## config.mk

```make
export PLATFORM = sky130hd
export DESIGN_NAME = ndp_core_ctrl_flat
export DESIGN_NICKNAME = d
export VERILOG_FILES = /design/src/rtl/ndp_core_ctrl_if.sv /design/src/rtl/ndp_core_ctrl.sv /design/src/flat_wrapper.sv
export SDC_FILE = /design/constraint.sdc
export NUM_CORES = 1
export LEC_CHECK = 0
export ABC_CLOCK_PERIOD_IN_PS = 6000
export CAP_MARGIN = 25
export CORE_MARGIN = 3
export CORE_UTILIZATION = 45
export DETAILED_ROUTE_END_ITERATION = 8
export GPL_TIMING_DRIVEN = 0
export PLACE_DENSITY = 0.75
export SLEW_MARGIN = 20
export SYNTH_ARGS = -nofsm -noshare
export SYNTH_HDL_FRONTEND = slang
export SYNTH_SLANG_ARGS = --single-unit
```

## constraint.sdc

```tcl
create_clock -name clk -period 6 [get_ports clk]
set_clock_uncertainty 0.1 [all_clocks]
set_input_delay 1.2 -clock clk [delete_from_list [all_inputs] [get_ports clk]]
set_output_delay 1.2 -clock clk [all_outputs]
set_load 0.03 [all_outputs]
```

## src/rtl/ndp_core_ctrl_if.sv

```systemverilog
// ndp_core_ctrl_if: input word stream, scratch-pad write port and unit feed handshake
// Ports: in_* ready/valid input stream; sp_* registered scratch-pad write port;
// feed_* layer-index stream towards the NDP unit. slave = controller side, master = environment side.
interface ndp_core_ctrl_if #(
  parameter int DATA_W = 32,
  parameter int LAYERS = 5,
  parameter int ACT_WORDS = 2,
  parameter int WGT_BANKS = 64,
  parameter int WORDS_PER_BANK = 2
);
  localparam int LW = $clog2(LAYERS + 1);
  localparam int NB = ACT_WORDS > WGT_BANKS ? ACT_WORDS : WGT_BANKS;
  localparam int BW = NB > 1 ? $clog2(NB) : 1;
  localparam int AW = $clog2(WORDS_PER_BANK) + 1;
  logic in_valid;
  logic [DATA_W-1:0] in_data;
  logic in_last;
  logic in_ready;
  logic sp_we;
  logic sp_sel;
  logic [LW-1:0] sp_layer;
  logic [BW-1:0] sp_bank;
  logic [AW-1:0] sp_addr;
  logic [DATA_W-1:0] sp_wdata;
  logic feed_valid;
  logic [LW-1:0] feed_layer;
  logic feed_last;
  logic feed_ready;
  modport slave (
    input in_valid, in_data, in_last, feed_ready,
    output in_ready, sp_we, sp_sel, sp_layer, sp_bank, sp_addr, sp_wdata,
    output feed_valid, feed_layer, feed_last
  );
  modport master (
    output in_valid, in_data, in_last, feed_ready,
    input in_ready, sp_we, sp_sel, sp_layer, sp_bank, sp_addr, sp_wdata,
    input feed_valid, feed_layer, feed_last
  );
endinterface

```

## src/rtl/ndp_core_ctrl.sv

```systemverilog
// ndp_core_ctrl: loads layers into the scratch pad, feeds layer indices to the NDP unit, waits for calc done
// Ports: clk, reset (sync, active-high); bus (ndp_core_ctrl_if.slave) carries the input stream,
// scratch-pad write port and feed handshake; unit_reset/unit_in_done/unit_calc_done talk to the unit;
// busy, done, err_partial, layers_loaded report job status.
module ndp_core_ctrl #(
  parameter int DATA_W = 32,
  parameter int LAYERS = 5,
  parameter int ACT_WORDS = 2,
  parameter int WGT_BANKS = 64,
  parameter int WORDS_PER_BANK = 2,
  parameter int LW = $clog2(LAYERS + 1)
) (
  input  logic          clk,
  input  logic          reset,
  ndp_core_ctrl_if.slave bus,
  output logic          unit_reset,
  output logic          unit_in_done,
  input  logic          unit_calc_done,
  output logic          busy,
  output logic          done,
  output logic          err_partial,
  output logic [LW-1:0] layers_loaded
);
  localparam int NB = ACT_WORDS > WGT_BANKS ? ACT_WORDS : WGT_BANKS;
  localparam int BW = NB > 1 ? $clog2(NB) : 1;
  localparam int AW = $clog2(WORDS_PER_BANK) + 1;
  typedef enum logic [2:0] {IDLE, LOAD_ACT, LOAD_WGT, FEED, WAIT_CALC, DONE} state_t;
  state_t state;
  logic [BW-1:0] act_idx, bank;
  logic [AW-1:0] addr;
  logic [DATA_W-1:0] wdata;
  logic [LW-1:0] loaded_next;
  logic accept, act_end, addr_end, layer_end, go_feed, has;
  assign bus.in_ready = state == LOAD_ACT || state == LOAD_WGT;
  assign accept = bus.in_valid && bus.in_ready;
  assign act_end = act_idx == BW'(ACT_WORDS - 1);
  assign addr_end = addr == AW'(WORDS_PER_BANK - 1);
  assign layer_end = state == LOAD_WGT && bank == BW'(WGT_BANKS - 1) && addr_end;
  assign loaded_next = layers_loaded + 1'b1;
  // a completed layer ends the load on in_last or when the scratch pad is full
  assign go_feed = bus.in_last || loaded_next == LW'(LAYERS);
  assign has = layers_loaded != '0;
  assign wdata = bus.in_data;
  assign bus.feed_valid = state == FEED;
  assign bus.feed_last = bus.feed_valid && bus.feed_layer == layers_loaded - LW'(1);
  assign busy = state != IDLE;
  assign done = state == DONE;
  always_ff @(posedge clk) begin
    if (reset) begin
      state <= IDLE;
      act_idx <= '0;
      bank <= '0;
      addr <= '0;
      layers_loaded <= '0;
      err_partial <= 1'b0;
      unit_reset <= 1'b1;
      unit_in_done <= 1'b0;
      bus.feed_layer <= '0;
      bus.sp_we <= 1'b0;
      bus.sp_sel <= 1'b0;
      bus.sp_layer <= '0;
      bus.sp_bank <= '0;
      bus.sp_addr <= '0;
      bus.sp_wdata <= '0;
    end else begin
      bus.sp_we <= accept;
      if (accept) begin
        bus.sp_sel <= state == LOAD_WGT;
        bus.sp_layer <= layers_loaded;
        bus.sp_bank <= state == LOAD_ACT ? act_idx : bank;
        bus.sp_addr <= state == LOAD_ACT ? '0 : addr;
        bus.sp_wdata <= wdata;
      end
      case (state)
        IDLE: if (bus.in_valid) begin
          state <= LOAD_ACT;
          act_idx <= '0;
          bank <= '0;
          addr <= '0;
          layers_loaded <= '0;
          err_partial <= 1'b0;
          bus.feed_layer <= '0;
        end
        LOAD_ACT, LOAD_WGT: if (accept) begin
          if (layer_end) begin
            layers_loaded <= loaded_next;
            bank <= '0;
            addr <= '0;
            state <= go_feed ? FEED : LOAD_ACT;
            unit_reset <= !go_feed;
          end else if (bus.in_last) begin
            // partial layer is dropped; the unit stays in reset if nothing complete was loaded
            err_partial <= 1'b1;
            act_idx <= '0;
            bank <= '0;
            addr <= '0;
            state <= has ? FEED : DONE;
            unit_reset <= !has;
          end else if (state == LOAD_ACT) begin
            act_idx <= act_end ? '0 : act_idx + 1'b1;
            state <= act_end ? LOAD_WGT : LOAD_ACT;
          end else begin
            addr <= addr_end ? '0 : addr + 1'b1;
            bank <= addr_end ? bank + 1'b1 : bank;
          end
        end
        FEED: if (bus.feed_ready) begin
          if (bus.feed_last) begin
            state <= WAIT_CALC;
            unit_in_done <= 1'b1;
          end else begin
            bus.feed_layer <= bus.feed_layer + 1'b1;
          end
        end
        WAIT_CALC: if (unit_calc_done) state <= DONE;
        DONE: begin
          state <= IDLE;
          unit_reset <= 1'b1;
          unit_in_done <= 1'b0;
        end
        default: state <= IDLE;
      endcase
    end
  end
endmodule

```

## src/flat_wrapper.sv

```systemverilog
// flat-port wrapper written by rule: the top's interface ports become plain ports
module ndp_core_ctrl_flat 
#(
  parameter int DATA_W = 32,
  parameter int LAYERS = 5,
  parameter int ACT_WORDS = 2,
  parameter int WGT_BANKS = 64,
  parameter int WORDS_PER_BANK = 2,
  parameter int LW = $clog2(LAYERS + 1)
)
  (clk, reset, unit_reset, unit_in_done, unit_calc_done, busy, done, err_partial, layers_loaded, bus_in_valid, bus_in_data, bus_in_last, bus_feed_ready, bus_in_ready, bus_sp_we, bus_sp_sel, bus_sp_layer, bus_sp_bank, bus_sp_addr, bus_sp_wdata, bus_feed_valid, bus_feed_layer, bus_feed_last);
  ndp_core_ctrl_if #(.DATA_W(DATA_W), .LAYERS(LAYERS), .ACT_WORDS(ACT_WORDS), .WGT_BANKS(WGT_BANKS), .WORDS_PER_BANK(WORDS_PER_BANK)) bus_i ();
  input  logic clk;
  input  logic reset;
  output logic unit_reset;
  output logic unit_in_done;
  input  logic unit_calc_done;
  output logic busy;
  output logic done;
  output logic err_partial;
  output logic [LW-1:0] layers_loaded;
  input wire logic [$bits(bus_i.in_valid)-1:0] bus_in_valid;
  input wire logic [$bits(bus_i.in_data)-1:0] bus_in_data;
  input wire logic [$bits(bus_i.in_last)-1:0] bus_in_last;
  input wire logic [$bits(bus_i.feed_ready)-1:0] bus_feed_ready;
  output wire logic [$bits(bus_i.in_ready)-1:0] bus_in_ready;
  output wire logic [$bits(bus_i.sp_we)-1:0] bus_sp_we;
  output wire logic [$bits(bus_i.sp_sel)-1:0] bus_sp_sel;
  output wire logic [$bits(bus_i.sp_layer)-1:0] bus_sp_layer;
  output wire logic [$bits(bus_i.sp_bank)-1:0] bus_sp_bank;
  output wire logic [$bits(bus_i.sp_addr)-1:0] bus_sp_addr;
  output wire logic [$bits(bus_i.sp_wdata)-1:0] bus_sp_wdata;
  output wire logic [$bits(bus_i.feed_valid)-1:0] bus_feed_valid;
  output wire logic [$bits(bus_i.feed_layer)-1:0] bus_feed_layer;
  output wire logic [$bits(bus_i.feed_last)-1:0] bus_feed_last;
  assign bus_i.in_valid = bus_in_valid;
  assign bus_i.in_data = bus_in_data;
  assign bus_i.in_last = bus_in_last;
  assign bus_i.feed_ready = bus_feed_ready;
  assign bus_in_ready = bus_i.in_ready;
  assign bus_sp_we = bus_i.sp_we;
  assign bus_sp_sel = bus_i.sp_sel;
  assign bus_sp_layer = bus_i.sp_layer;
  assign bus_sp_bank = bus_i.sp_bank;
  assign bus_sp_addr = bus_i.sp_addr;
  assign bus_sp_wdata = bus_i.sp_wdata;
  assign bus_feed_valid = bus_i.feed_valid;
  assign bus_feed_layer = bus_i.feed_layer;
  assign bus_feed_last = bus_i.feed_last;
  ndp_core_ctrl #(.DATA_W(DATA_W), .LAYERS(LAYERS), .ACT_WORDS(ACT_WORDS), .WGT_BANKS(WGT_BANKS), .WORDS_PER_BANK(WORDS_PER_BANK), .LW(LW)) u_core (.clk(clk), .reset(reset), .bus(bus_i), .unit_reset(unit_reset), .unit_in_done(unit_in_done), .unit_calc_done(unit_calc_done), .busy(busy), .done(done), .err_partial(err_partial), .layers_loaded(layers_loaded));
endmodule
```

==> flow_summary.toml, run 1 <==
[grt]
grt_overflow = 0
grt_max_degree = 14
grt_pass1_vias = 2963
grt.total_usage_pct = 21.7
antenna_found_initial = 0
grt_pass1_wl_um = 14700

[critical_path]
r2r_end = "u_core.unit_reset"
start_kind = "flip-flop"
setup.worst_path.start = "u_core.state[0]"
timing.rr.start = "u_core.bank[0]"
critPathArrivalTime_ns = 2.42
r2r_cells = 6
criticalPathCategory = "flip-flop to output pin"
endpoint_kind = "output pin"
crit_end = "done"
reg2reg_slack_ns = 3.58
critical_path_required_ns = 4.70
cp_max_fo = 10

[final_layout]
layout-drive-gt1-share_pct = 6.97
final_cell_mix = "96 x clkdlybuf4s50_1, 83 x nand2_1, 71 x dfxtp_1"
final_common_cell = "clkdlybuf4s50_1"
nNetsFinal = 542
syn2layout_area_growth_pct = 39.2
antenna_cells = 0
stdcell_area_um2 = 4530

[yosys]
yosysUniqueCellTypes = 54
syn_area_um2 = 3250
syn_area_per_cell_um2 = 8.34
yosys_warnings = 0
synthArstFlopShare_pct = 0
syn-num-nets = 435
ys_ff_latch = 71
syn_inst = 390
synth-edff-count = 0
ys.flop_type = "dfxtp_1"
ys_seq_area_share_pct = 43.7

[worst_hold_path]
min_path_type = "flip-flop to flip-flop"
hp-start = "u_core.bus.sp_wdata[3]"

[route]
drc = 0
drtAntennaViolNets = 0
post_drt_wl_per_cell_um = 14.8
drtPass1Iterations = 4
drtIter0Drc = 183
drt-total-wl_um = 8860
vias_per_cell = 5.23
num_vias = 3128

[sta]
report.final.slew_viol_count = 0
hold_violations = 0
layout_min_cycle_time_ns = 3.72
rsz0062_at_grt = "false"
relSlewSlack_pct = 50.2
setup_slack_ns = 2.28
worst_slew_pin_slew_ns = 0.742
setup_tns_ns = 0
max_freq_mhz = 269
period_share_pct = 62.1
setup_viol = 0

[status]
outcome = "finished clean"

[clock_tree]
htreeDepth = 3
cts_resized = 0
ctsRootBufferMaster = "clkbuf_8"
cts_tree = "built"
numCtsBuffers = 9
clk_latency_ns = 0.34
cts.sinks = 71
cts_hold_buf = 0
cts_buffer_depth = 2
clk_pin_slew_ns = 0.07
cts_setup_buffers = 0

[floorplan]
core.rowCount = 30
ios = 97
dieWidth_um = 91.0
coreArea_um2 = 6910
dieHeight_um = 91.0
die_area_um2 = 8290
initial_utilization_pct = 47.1

[placement]
dp_hpwl_um = 6620
port_buffers = 96
post-place-ws_ns = 2.53
postPlaceCellArea_um2 = 4330
place_congestion = 0.905

[power]
peakVddDrop_mv = 0.136
leakage_nw = 1.59
p_per_area_nw_per_um2 = 232
total_power_w = 0.00105

[run]
drv_cap = 0
[cell type report]
type,count,area [µm²]
repair buffers,96,961
inverters,6,22.5
fillers,614,2380
clock buffers,9,124
plain buffers,24,114
flip-flops and latches,71,1420
multi-input cells,289,1700
well taps,96,120
clock inverters,7,71.3
[cells by family after synthesis]
kind of cell / after synthesis / share of synthesized area [%]
buf+inv: 30 / 4.19
flops: 71 / 43.7
simple gates: 169 / 24.6
xor+xnor: 13 / 3.92
mux: 12 / 3.69
compound gates: 86 / 16.6
fa+ha+maj: 9 / 3.31
[worst max-delay path, stage by stage, from the launching register on]
cell and delay, ns:
dfxtp_1 0.38, buf_2 0.27, buf_2 0.26, nor2b_1 0.29, and2_1 0.20, clkdlybuf4s50_1 0.68
[how the worst min path moves through the flow]
stage	cells after the start	slack, ns	endpoint
finish	2	0.36	u_core.bus.sp_wdata[3]
global placement	2	0.34	u_core.bus.sp_wdata[9]
floorplan	2	0.36	u_core.bank[5]
CTS	2	0.36	u_core.bus.sp_wdata[3]
detailed placement	2	0.35	u_core.bus.sp_wdata[21]
global route	2	0.37	u_core.bus.sp_wdata[3]
[routing by layer]
layer | vias to the layer above | routed length [µm] | global-route usage, %
met5 | - | 0 | 0
met4 | 0 | 133 | 8.04
met3 | 13 | 390 | 3.98
met2 | 89 | 4350 | 36.1
met1 | 1479 | 3990 | 27.9
li1 | 1547 | - | -
[metrics by stage]
| stage | cells | util [%] | hold slack (ns) |
|---|---|---|---|
| floorplan | 390 | - | 0.357 |
| global placement | 582 | 62.8 | 0.341 |
| detailed placement | 582 | 62.8 | 0.346 |
| CTS | 598 | 65.6 | 0.357 |
| global route | 598 | 65.6 | 0.370 |
| finish | 598 | 65.6 | 0.355 |
[registers in the layout, indices dropped and copies added (netlist names)]
| name | count |
|---|---|
| u_core.act_idx | 6 |
| u_core.addr | 2 |
| u_core.bank | 6 |
| u_core.bus.feed_layer | 3 |
| u_core.bus.sp_addr | 2 |
| u_core.bus.sp_bank | 6 |
| u_core.bus.sp_layer | 3 |
| u_core.bus.sp_sel | 1 |
| u_core.bus.sp_wdata | 32 |
| u_core.bus.sp_we | 1 |
| u_core.err_partial | 1 |
| u_core.layers_loaded | 3 |
| u_core.state | 3 |
| u_core.unit_in_done | 1 |
| u_core.unit_reset | 1 |
[synthesized netlist by cell type, drive strengths merged (6+ instances only)]
cell type  number  area, µm²
a211oi          9       67.6
a21oi          49        245
buf             9       56.3
clkbuf         15       57.6
dfxtp          71       1420
ha              7       87.6
inv             6       22.5
mux2i          12        120
nand2          83        312
nand2b          9       56.3
nor2           32        120
nor3           10       50.1
o21ai           6       41.3
xnor2           6       52.6
xor2            6       52.6
[report_power, final]
group / leakage (nW) / switching [W] / internal [W] / total (W)
Clock: 0.0916 / 0.000184 / 0.000192 / 0.000376
Combinational: 0.926 / 0.000102 / 0.0000768 / 0.000179
Sequential: 0.575 / 0.00000873 / 0.000487 / 0.000495
Note: power is estimated with default switching activity, not from simulation.
==> inputs of run 2 (changes only) <==
Settings changed: ABC_CLOCK_PERIOD_IN_PS 6000 to 3150, CORE_UTILIZATION 45 to 43.
Clock period 6 ns to 3.15 ns, I/O delays scaled along.
==> flow_summary.toml, run 2 (synthesis results as in run 1) <==
[route]
vias_per_cell = 5.19
drtAntennaViolNets = 0
drtIter0Drc = 179
drt-total-wl_um = 8640
drtPass1Iterations = 4
drc = 0
num_vias = 3117
post_drt_wl_per_cell_um = 14.4

[critical_path]
crit_family = "buffers and inverters"
timing.rr.start = "u_core.bank[0]"
endpoint_kind = "output pin"
critPathArrivalTime_ns = 2.07
crit_buf_inv = 3
setup.worst_path.start = "u_core.state[0]"
crit_top_cell = "buf_2"
criticalPathCategory = "flip-flop to output pin"
cp_cell_sequence = "buf_2 > buf_2 > or3_1 > clkdlybuf4s50_1"
crit_slowest_cell = "clkdlybuf4s50_1"
critical_path_required_ns = 2.42
cp_max_fo = 10
start_kind = "flip-flop"
max_stage_delay_ns = 0.66

[power]
internal_power_w = 0.00153
switching_share_pct = 27.5
peakVddDrop_mv = 0.237
leakage_nw = 1.65
seq_power_share_pct = 44.8
p_per_area_nw_per_um2 = 461
p_comb_share_pct = 16.0
power.share.clock_pct = 39.2
p_switching_w = 0.000579

[sta]
hold_violations = 0
report.final.slew_viol_count = 0
worst_slew_pin_slew_ns = 0.657
max_freq_mhz = 357
period_share_pct = 89.0
setup_viol = 0
setup_tns_ns = 0
layout_min_cycle_time_ns = 2.80
relSlewSlack_pct = 55.9
rsz0062_at_grt = "false"

[clock_tree]
numCtsBuffers = 9
clk_pin_slew_ns = 0.08
cts_hold_buf = 0
clk_latency_ns = 0.34
cts_tree = "built"
cts.sinks = 71
ctsRootBufferMaster = "clkbuf_8"
cts_buffer_depth = 2
htreeDepth = 3

[grt]
grt.total_usage_pct = 20.4
grt_pass1_wl_um = 14200
antenna_found_initial = 0
grt_pass1_vias = 3020
grt_overflow = 0
grt_max_degree = 15

[final_layout]
regArea_um2 = 1420
multiInputGateArea_um2 = 1700
nNetsFinal = 542
final_core_util_pct = 62.7
antenna_cells = 0
largest-register = "u_core.bus.sp_wdata"
final_common_cell = "clkdlybuf4s50_1"
largest_register_ffs = 32
final_cell_mix = "94 x clkdlybuf4s50_1, 83 x nand2_1, 71 x dfxtp_1"
nFillCells = 665
syn2layout_area_growth_pct = 40.5
layout-drive-gt1-share_pct = 6.97

[placement]
port_buffers = 96
place_congestion = 0.895
dp_hpwl_um = 6630

[floorplan]
dieWidth_um = 93.0
die_area_um2 = 8650
coreArea_um2 = 7290
ios = 97
core.rowCount = 31
dieHeight_um = 93.0
initial_utilization_pct = 44.6

[status]
outcome = "finished clean"

[worst_hold_path]
min_path_type = "flip-flop to flip-flop"
hp-start = "u_core.bus.sp_wdata[2]"

[run]
drv_cap = 0
==> run 2: changes by cell type in the layout (fill, tap and decap cells not counted), sizes merged <==
| cell | before | now |
|---|---|---|
| clkdlybuf4s50 | 96 | 94 |
| clkinvlp | 3 | 1 |
| dlymetal6s2s | 0 | 2 |
| inv | 7 | 9 |
| bufinv | 1 | 2 |
| clkinv | 2 | 1 |
==> run 2: power by group through the flow <==
stage	clock network (W)	logic, W	registers [W]
final	0.000826	0.000337	0.000944
after floorplan	0	0.000142	0.00101
after global routing	0.000888	0.000365	0.000949
after detailed placement	0	0.000338	0.000965
after CTS	0.000837	0.000340	0.000944
after global placement	0	0.000334	0.000964
==> run 2: timing repair <==
item / 4_1_cts / 5_1_grt
resized for setup: 0 / 2
buffers inserted: 0 / 0
endpoints found under the setup margin: 0 / 2
==> run 2: tightest hold or removal path: cells and delay by family (launching register included) <==
| kind | cells | cell delay [ns] |
|---|---|---|
| flip-flops | 1 | 0.31 |
| AO/OA/AOI/OAI | 1 | 0.05 |
| AND/OR/NAND/NOR | 1 | 0.05 |
==> run 2: cell type report <==
cell class                 instances  share of cell area (%)
buffer                            24                    2.49
clock buffer                       9                    2.71
clock inverter                     7                    2.25
inverter                           6                   0.493
multi-input combinational        289                    37.1
sequential                        71                    31.1
tap                               99                    2.71
timing repair buffer              96                    21.1
==> run 2: metrics by stage <==
step / instances / area (µm²) / hold WS (ns) / setup WS (ns) / power (W)
detailed placement: 585 / 4340 / 0.346 / 0.276 / 0.00130
global placement: 585 / 4340 / 0.342 / 0.266 / 0.00130
global route: 601 / 4570 / 0.382 / 0.212 / 0.00220
CTS: 601 / 4560 / 0.357 / 0.0128 / 0.00212
floorplan: 390 / 3250 / 0.357 / 0.675 / 0.00116
finish: 601 / 4570 / 0.355 / 0.347 / 0.00211
==> run 2: worst paths after layout <==
check / end / slack (ns) / depth (start not counted)
hold reg to reg: u_core.bus.sp_wdata[2] / 0.36 / 2
setup / recovery: busy / 0.35 / 4
hold / removal: u_core.bus.sp_wdata[2] / 0.36 / 2
setup reg to reg: u_core.unit_reset / 0.73 / 6
==> run 2: layer usage <==
layer / up-vias / track usage [%] / share of wire (%)
met3: 22 / 4.67 / 5.6
li1: 1563 / - / -
met2: 95 / 33.8 / 48
met1: 1437 / 25.3 / 43
met5: - / 0 / 0
met4: 0 / 9.04 / 3.2
==> inputs of run 3 (changes only) <==
Settings changed: CTS_CLUSTER_DIAMETER from default to 40, GPL_TIMING_DRIVEN 0 to default.
==> flow_summary.toml, run 3 (synthesis results as in run 1) <==
[grt]
grt_pass1_wl_um = 13500
antenna_found_initial = 0
grt_max_degree = 47
grt.total_usage_pct = 19.5
grt_overflow = 0
grt_pass1_vias = 2778

[critical_path]
start_kind = "flip-flop"
crit_slowest_cell = "dfxtp_1"
setup.worst_path.start = "u_core.state[1]"
timing.rr.start = "u_core.state[0]"
max_stage_delay_ns = 0.73
crit_buf_inv = 1
cp_cell_sequence = "xnor2_1 > nor2_1 > clkdlybuf4s50_1"
cp_max_fo = 19
endpoint_kind = "output pin"
critPathArrivalTime_ns = 2.21
critical_path_required_ns = 2.42
criticalPathCategory = "flip-flop to output pin"
crit_family = "flip-flops"

[final_layout]
nFillCells = 665
layout-drive-gt1-share_pct = 7.39
antenna_cells = 0
nNetsFinal = 527
final_common_cell = "clkdlybuf4s50_1"
multiInputGateArea_um2 = 1700
syn2layout_area_growth_pct = 38.4
regArea_um2 = 1420
largest_register_ffs = 32
largest-register = "u_core.bus.sp_wdata"
final_cell_mix = "94 x clkdlybuf4s50_1, 83 x nand2_1, 71 x dfxtp_1"

[power]
p_switching_w = 0.000570
internal_power_w = 0.00146
p_comb_share_pct = 16.1
leakage_nw = 1.60
switching_share_pct = 28.0
peakVddDrop_mv = 0.194
seq_power_share_pct = 46.7
power.share.clock_pct = 37.2
p_per_area_nw_per_um2 = 452

[clock_tree]
cts.sinks = 71
htreeDepth = 3
cts_tree = "built"
cts_hold_buf = 0
clk_pin_slew_ns = 0.08
numCtsBuffers = 9
clk_latency_ns = 0.35
cts_buffer_depth = 2
ctsRootBufferMaster = "clkbuf_8"
cts_setup_buffers = 0

[floorplan]
die_area_um2 = 8650
initial_utilization_pct = 44.6
core.rowCount = 31
ios = 97
coreArea_um2 = 7290
dieHeight_um = 93.0
dieWidth_um = 93.0

[placement]
dp_hpwl_um = 6030
port_buffers = 96
place_congestion = 0.865

[sta]
hold_slack_ns = 0.355
setup_tns_ns = 0
layout_min_cycle_time_ns = 2.94
period_share_pct = 93.5
rsz0062_at_grt = "false"
hold_violations = 0
report.final.slew_viol_count = 0
relSlewSlack_pct = 44.1
max_freq_mhz = 340
setup_viol = 0
worst_slew_pin_slew_ns = 0.839

[status]
outcome = "finished clean"

[route]
drtPass1Iterations = 4
drt-total-wl_um = 8330
drtAntennaViolNets = 0
drtIter0Drc = 269
vias_per_cell = 5.16
post_drt_wl_per_cell_um = 14.2
num_vias = 3026
drc = 0

[worst_hold_path]
hp-start = "u_core.bus.sp_wdata[12]"
min_path_type = "flip-flop to flip-flop"

[run]
drv_cap = 0
-- run 3: area by class of cell --
type	instances	area share, %
multi-input cells	289	37.8
flip-flops and latches	71	31.6
repair buffers	105	22.8
clock buffers	10	3.06
well taps	99	2.75
clock inverters	6	1.50
inverters	6	0.500
-- run 3: power groups by stage --
stage	clock network (W)	logic [W]	registers [W]
after detailed placement	0	0.000329	0.000971
after global placement	0	0.000325	0.000970
after global routing	0.000817	0.000353	0.000955
after CTS	0.000775	0.000329	0.000950
after floorplan	0	0.000142	0.00101
final	0.000757	0.000327	0.000951
-- run 3: final timing paths --
check	depth (start not counted)	slack, ns	to
worst max register to register	6	0.56	u_core.bank[5]
worst max-delay path	3	0.21	bus_in_ready
worst min-delay path	2	0.35	u_core.bus.sp_wdata[12]
worst min register to register	2	0.35	u_core.bus.sp_wdata[12]
-- run 3: metal layers --
metal	global-route usage [%]	wire length [µm]	share of wire (%)
met1	24.4	3710	44
met5	0	0	0
met4	8.55	175	2.1
met2	32.3	3960	48
met3	4.10	488	5.9
-- run 3: worst register-to-register path, delay by kind of cell (launching register included) --
kind	cells	cell delay, ns
AND/OR/NAND/NOR	3	1.23
flip-flops	1	0.61
AO/OA/AOI/OAI	2	0.31
buffers and inverters	1	0.27
-- run 3: repair_timing --
| action | CTS | global route |
|---|---|---|
| gates resized for setup | 0 | 1 |
| endpoints found under the hold margin | 0 | 0 |
| setup endpoints to repair | 0 | 1 |
-- run 3: per-stage QoR --
stage          util [%]  area (µm²)  std cells  power (W)  setup WS, ns
2_1_floorplan         -        3250        390    0.00116         0.675
3_3_place_gp       58.9        4290        570    0.00129         0.486
3_5_place_dp       58.9        4290        570    0.00130         0.426
4_1_cts            61.7        4500        586    0.00205        0.0549
5_1_grt            61.7        4500        586    0.00212        0.0701
6_report           61.7        4500        586    0.00203         0.206
